**config.mk**
```make
export PLATFORM = sky130hd
export DESIGN_NAME = isqrt_iter
export DESIGN_NICKNAME = d
export VERILOG_FILES = /design/src/rtl/isqrt_iter.sv
export SDC_FILE = /design/constraint.sdc
export NUM_CORES = 1
export LEC_CHECK = 0
export CORE_ASPECT_RATIO = 1.1
export CORE_MARGIN = 10
export CORE_UTILIZATION = 50
export DETAILED_ROUTE_END_ITERATION = 8
export HOLD_SLACK_MARGIN = 0.03
export PLACE_DENSITY_LB_ADDON = 0.05
export SYNTH_ARGS = -nofsm -noshare
export SYNTH_HDL_FRONTEND = slang
export SYNTH_SLANG_ARGS = --single-unit
```
**constraint.sdc**
```tcl
create_clock -name clk -period 2.9 [get_ports clk]
set_input_delay 0.29 -clock clk [delete_from_list [all_inputs] [get_ports clk]]
set_output_delay 0.29 -clock clk [all_outputs]
set_load 0.05 [all_outputs]
```
**src/rtl/isqrt_iter.sv**
```systemverilog
// ---------------------------------------------------------------------------
// isqrt_iter -- iterative unsigned integer square root.
//
// This module computes a square root by the restoring digit-by-digit method.
// It resolves one root bit per clock cycle, starting with the MSB. Input and
// output each use a valid/ready handshake, and only one operation is in
// flight at a time.
//
// Parameters
//   IN_W        radicand width (even, 4..64)
//   OUT_W       root width, fixed to IN_W/2 (localparam)
//   ZERO_FLOOR  root reported for x=0 when ISQRT_ZERO_FLOOR_EN is defined
//
// Ports
//   clk        rising-edge clock
//   reset      asynchronous, active-high reset
//   in_valid   radicand offered
//   in_ready   block idle, can accept a radicand
//   in_data    unsigned radicand x
//   out_valid  result available
//   out_ready  consumer accepts result
//   out_root   floor(sqrt(x))
//   out_rem    x - root^2 (0..2*root)
//
// Build option
//   ISQRT_ZERO_FLOOR_EN  when defined, a root of 0 is reported as
//                        ZERO_FLOOR[OUT_W-1:0] (remainder stays 0)
// ---------------------------------------------------------------------------
module isqrt_iter #(
    parameter  int IN_W       = 32,
    localparam int OUT_W      = IN_W / 2,
    parameter  int ZERO_FLOOR = 256
) (
    input  logic             clk,
    input  logic             reset,
    input  logic             in_valid,
    output logic             in_ready,
    input  logic [IN_W-1:0]  in_data,
    output logic             out_valid,
    input  logic             out_ready,
    output logic [OUT_W-1:0] out_root,
    output logic [OUT_W:0]   out_rem
);

    localparam int CNT_W = $clog2(OUT_W + 1);
    localparam logic [CNT_W-1:0] LAST = CNT_W'(OUT_W);

`ifdef ISQRT_ZERO_FLOOR_EN
    localparam logic ZF_EN = 1'b1;
`else
    localparam logic ZF_EN = 1'b0;
`endif
    // With the feature off, this is zero, so substituting it for a zero
    // root has no effect.
    localparam logic [OUT_W-1:0] ZERO_ROOT = ZF_EN ? OUT_W'(ZERO_FLOOR) : '0;

    typedef enum logic [1:0] {
        IDLE,
        CALC,
        DONE
    } state_t;

    state_t state_q, state_d;

    logic [IN_W-1:0]  rad_q;
    logic [OUT_W-1:0] root_q;
    logic [OUT_W:0]   rem_q;
    logic [CNT_W-1:0] cnt_q;
    logic [OUT_W-1:0] out_root_q;
    logic [OUT_W:0]   out_rem_q;

    // One restoring step. The partial remainder is at most 2*root_partial, so
    // bringing down the next two radicand bits needs OUT_W+2 bits. The
    // result always fits back into OUT_W+1 bits.
    logic [OUT_W+1:0] trial;
    logic [OUT_W+1:0] test_val;
    logic [OUT_W:0]   diff;
    logic             fits;

    always_comb begin
        trial    = {rem_q[OUT_W-1:0], rad_q[IN_W-1 -: 2]};
        test_val = {root_q, 2'b01};
        diff     = (OUT_W+1)'(trial - test_val);
        fits     = (trial >= test_val);
    end

    // State register
    always_ff @(posedge clk or posedge reset) begin
        if (reset) begin
            state_q <= IDLE;
        end else begin
            state_q <= state_d;
        end
    end

    // Next state and handshake outputs
    always_comb begin
        state_d   = state_q;
        in_ready  = 1'b0;
        out_valid = 1'b0;
        case (state_q)
            IDLE: begin
                in_ready = 1'b1;
                if (in_valid) begin
                    state_d = CALC;
                end
            end
            CALC: begin
                if (cnt_q == LAST) begin
                    state_d = DONE;
                end
            end
            DONE: begin
                out_valid = 1'b1;
                if (out_ready) begin
                    state_d = IDLE;
                end
            end
            default: state_d = IDLE;
        endcase
    end

    // CALC runs OUT_W bit steps (cnt 0..OUT_W-1). It then spends one final
    // cycle (cnt == OUT_W) loading the output registers. So out_valid rises
    // OUT_W+1 edges after the accepting edge. The outputs then stay frozen
    // through DONE.
    always_ff @(posedge clk or posedge reset) begin
        if (reset) begin
            rad_q      <= '0;
            root_q     <= '0;
            rem_q      <= '0;
            cnt_q      <= '0;
            out_root_q <= '0;
            out_rem_q  <= '0;
        end else begin
            case (state_q)
                IDLE: begin
                    if (in_valid) begin
                        rad_q  <= in_data;
                        root_q <= '0;
                        rem_q  <= '0;
                        cnt_q  <= '0;
                    end
                end
                CALC: begin
                    if (cnt_q != LAST) begin
                        rad_q  <= rad_q << 2;
                        root_q <= {root_q[OUT_W-2:0], fits};
                        rem_q  <= fits ? diff : trial[OUT_W:0];
                        cnt_q  <= cnt_q + CNT_W'(1);
                    end else begin
                        out_root_q <= (root_q == '0) ? ZERO_ROOT : root_q;
                        out_rem_q  <= rem_q;
                    end
                end
                default: ;
            endcase
        end
    end

    assign out_root = out_root_q;
    assign out_rem  = out_rem_q;

endmodule

```
# Yosys cells after proc, flatten, opt, wreduce, memory -nomap -nowiden
# Cells that the tools add are included.
[totals]
ff_bits = 105
in_bits = 36
output_inout_bits = 35
[classes]
add_sub_neg = 2
n_lt_le_gt_ge = 1
n_eq_ne = 8
muxes = 20
bitwise = 1
n_reduce_logical = 6
[ops]
columns = ["cell", "count"]
rows = [
  ["$mux W32", 2],
  ["$pmux W32 S2", 1],
  ["$mux W17", 3],
  ["$mux W16", 3],
  ["$pmux W17 S2", 1],
  ["$pmux W16 S2", 1],
  ["$ge A18 B18 Y1", 1],
  ["$sub A17 B17 Y17", 1],
  ["$logic_not A16 Y1", 1],
  ["$mux W5", 2],
  ["$pmux W5 S2", 1],
  ["$ne A2 B2 Y1 const B", 4],
  ["$mux W2", 3],
  ["$pmux W2 S3", 1],
  ["$reduce_and A3 Y1", 2],
  ["$add A5 B1 Y5 const B", 1],
  ["$eq A5 B5 Y1 const B", 1],
  ["$ne A5 B5 Y1 const B", 1],
  ["$eq A2 B1 Y1 const B", 1],
  ["$eq A2 B2 Y1 const B", 1],
  ["$logic_not A2 Y1", 1],
  ["$mux W1", 2],
  ["$reduce_and A2 Y1", 1],
  ["$reduce_bool A2 Y1", 1],
  ["$not A1 Y1", 1],
]

# Logic depth before layout (Yosys ltp)
[logic_depth]
word_depth = 4
depth_mapped = 11

# Worst setup path after synthesis
# OpenSTA, ideal clock, no wires.
[synth_timing]
path_type = "register to register"
startpoint = "register root_q[13]"
endpoint = "register rem_q[16]"
setup_ns = 0.138
arrival_ns = 2.204
required_ns = 2.762
setup_slack_ns = 0.558
path_stages_with_launch = 11
path_buffers = 2
path_cell_list = "dfrtp_1 > inv_1 > ha_1 > and2_4 > a221o_1 > a221o_1 > a21o_1 > buf_6 > buf_6 > nand2_2 > o221ai_1"
[synth_via]
elab_chain_cells = 4
word_cells_on_any_way = 5
[synth_lines]
columns = ["element", "line_no", "text"]
rows = [
  ["start: declaration", "66", "logic [OUT_W-1:0] root_q;"],
  ["start signal: assignment", "148", "root_q <= {root_q[OUT_W-2:0], fits};"],
  ["$sub A17 B17 Y17 / $ge A18 B18 Y1 (equally long branches)", "83, 84", ""],
  ["$mux W17 *", "149", "rem_q <= fits ? diff : trial[OUT_W:0];"],
  ["$mux W17 *", "146", "if (cnt_q != LAST) begin"],
  ["$pmux W17 S2 *", "136", "case (state_q)"],
  ["end signal: assignment", "149", ""],
  ["end: declaration", "67", "logic [OUT_W:0] rem_q;"],
]
# Mark *: on every way between the ends. The rest lies on a longest branch, timed or not. The select of a mux whose other input is x is not followed.
# A chain may end at the register's enable or synchronous reset.

# Final worst setup path
[layout_timing]
startpoint = "register root_q[13]"
endpoint = "register rem_q[1]"
[layout_via]
elab_chain_cells = 4
[layout_lines]
columns = ["element", "line_no", "text"]
rows = [
  ["$ge A18 B18 Y1", "84", "fits = (trial >= test_val);"],
  ["$mux W17", "149", ""],
  ["$mux W17", "146", ""],
  ["$pmux W17 S2", "136", ""],
]
# Every way passes these cells. The select of a mux whose other input is x is not followed.

==> results.md <==
- # diodes: 0
- Synthesis-to-layout area growth: 22.10%
- Worst rel slew slack: 48.00%
- Antenna Violating Nets Remaining: 0
- Drt initial violations: 260
- Post-synth EDFFs: 0
- DIE AREA: 15,100 µm²
- Final setup viols: 0
- Worst stage delay on the critical path: 0.45 ns
- Yosys cell types: 60
- Reg2Reg Depth: 8
- Clock Tree Buf Depth: 2
- Pre-Repair DR Iteration Count: 4
- Total number of vias: 4,099
- Mapped Area: 5289 µm²
- NumNets Final: 650
- Crit-path cells: inv_1, ha_1, and2_4, a221o_1, a221o_1, a21o_1, mux2_4, o21ai_2
- Clock slew at reported path FFs: 0.07 ns
- DPL Wire Length: 8906 µm
- Crit-path slowest cell: a21o_1
- Core box area: 10,340 µm²
- Total Wirelength: 12,470 µm
- Max FO, Critical Path: 16
- Critical path required time: 3.18 ns
- Clock Tree Root: clkbuf_16
- Synth top area share: 49.68%
- Initial antenna violation count: 0
- GRT overflow: 0
- Post-CTS Setup Bufs: 0
- Unrepaired setup endpoints after global routing: false
- Critical path launch point type: flop
- Synth Area in Simple Gates: 13.70%
- Final hold violations: 0
- Mux share of post-synthesis cell area: 6.742%
- Area contributors post-synth: dfrtp_1 50%, nand2_1 6.2%, ha_1 4.7%
- Post-synthesis adder-cell area fraction: 4.731%
- Setup TNS: 0 ns
- Post-synth top cells: 105 x dfrtp_1, 87 x nand2_1, 39 x o21ai_1
- Clock skew: 0.008160 ns
- Slew @ Worst Pin: 0.7801 ns
- Main combinational cell family by area after synthesis: compound AO/OA/AOI/OAI gates
- Net Count, Synth: 588
- Cell mode on critical path: a221o_1
- Top_reg_cell synth: dfrtp_1
- # IOs: 71
- Post-synthesis register bit count: 105
- CP bufs+invs: 1
- DR WL/cell: 16.80 µm
- CTS resizes: 0
- Core Rows: 39
- Class of the worst hold path: input pin to async pin
- Worst skew pair latency: 0.35 ns
- Fin crit period: 2.749 ns
- Register area share after synthesis: 49.68%
- Max-slew violations: 0
- GPL Wtd Cong: 0.9379
- Arrival time at the worst endpoint: 3.03 ns
- Compound-Gate Fraction of Synth Area: 18.31%
- Total track usage: 16.77%
- Largest net degree at the start of global routing: 106
- XOR/XNOR Fraction of Synth Area: 2.484%
- Synth warnings: 0
- Final worst-path cycle share: 94.80%
- H-Tree Depth: 3
- Critical path depth in cells: 8
- Die height: 127.9 µm
- Post-CTS Hold Buffers: 0
- R2r setup slk: 0.15 ns
- Count leader, synth: dfrtp_1
- Clk sinks: 105
- Vias per cell: 5.524
- Layout cells sized above 1: 9.683%
- Delay-heaviest family, CP: compound AO/OA/AOI/OAI gates
- R2r startpoint: root_q[13]$_DFFE_PP0P_
- Max Cap Viol: 0
- Initial Utilization: 51.12%
- Total CTS buffers: 9
- Area leader, netlist: dfrtp_1
- Number of global-route vias before repair: 4,213
- Worst R2R End: rem_q[1]$_DFFE_PP0P_
- Max Freq: 363.7 MHz
- Die Wd: 118.1 µm
- Syn Area/Cell: 9.941 µm²
- Post-synth ARST share: 100.0%
- Port buffer count: 70
- CTS tree: yes
- CP Class: flop to flop
- DRC: 0
- First-pass GRT wire length: 20,940 µm
- Crit end category: flop
- Post-Synthesis Cells: 532
- Status: completed
-- sequential cells by signal, indices dropped and copies added, names as in the netlist --
register,flops
rad_q,32
out_rem,17
rem_q,17
out_root,16
root_q,16
cnt_q,5
state_q,2
-- worst max path at each step --
stage,endpoint,slack [ns],from
after global placement,rem_q[1]$_DFFE_PP0P_,0.24,root_q[14]$_DFFE_PP0P_
after detailed placement,rem_q[1]$_DFFE_PP0P_,0.19,root_q[14]$_DFFE_PP0P_
after floorplan,rem_q[16]$_DFFE_PP0P_,0.56,root_q[13]$_DFFE_PP0P_
after global routing,rem_q[16]$_DFFE_PP0P_,0.02,root_q[13]$_DFFE_PP0P_
after CTS,rem_q[1]$_DFFE_PP0P_,0.16,root_q[13]$_DFFE_PP0P_
final,rem_q[1]$_DFFE_PP0P_,0.15,root_q[13]$_DFFE_PP0P_
-- kinds of logic (layout without fill, tap and decap cells) --
logic type | count (synthesis) | in the layout
and+or+nand+nor | 160 | 160
muxes | 33 | 33
AOI/OAI and AO/OA | 144 | 144
DFF | 105 | 105
xor gates and xnor gates | 15 | 15
adders and majority gates | 20 | 20
buffers and inverters | 55 | 122
-- layout make-up --
type                            instances  area (µm²)
Fill cell                             870        3887
Tap cell                              143       178.9
Timing Repair Buffer                   80       800.8
Multi-Input combinational cell        372        2444
Inverter                               26       101.3
Clock buffer                            9       225.2
Clock inverter                          7       80.08
Sequential cell                       105        2628
-- layer usage --
layer / vias to the layer above / wire length [µm] / GRT usage (%)
li1: 2014 / - / -
met1: 1993 / 5557 / 20.27
met2: 81 / 6087 / 27.99
met3: 11 / 660 / 5.286
met4: 0 / 164 / 5.313
met5: - / 0 / 0
-- cells in the final DEF, fill, tap and decap left out, types with 17 or more instances in the layout --
cell type,n
dfrtp_1,105
nand2_1,87
clkdlybuf4s50_1,70
o21ai_1,39
inv_1,24
nand3_1,24
a22oi_1,23
ha_1,20
mux2_2,17
-- worst reg2reg max path, cell delays in order, from the launching register on --
cell	delay, ns
dfrtp_1	0.39
inv_1	0.09
ha_1	0.35
and2_4	0.19
a221o_1	0.31
a221o_1	0.38
a21o_1	0.45
mux2_4	0.42
o21ai_2	0.11
-- stage by stage --
| step | worst slack (ns) | instance area, µm² | util (%) | hold WS, ns | std cells |
|---|---|---|---|---|---|
| floorplan | 0.5581 | 5293 | - | 0.3954 | 532 |
| global placement | 0.2431 | 6152 | 59.47 | 0.4580 | 726 |
| detailed placement | 0.1896 | 6152 | 59.47 | 0.4666 | 726 |
| CTS | 0.1633 | 6457 | 62.42 | 0.4653 | 742 |
| global route | 0.01620 | 6457 | 62.42 | 0.4925 | 742 |
| finish | 0.1507 | 6457 | 62.42 | 0.4281 | 742 |
Power is not shown: default switching activity piles up to over one toggle a cycle in this logic, so the estimate is an artifact.
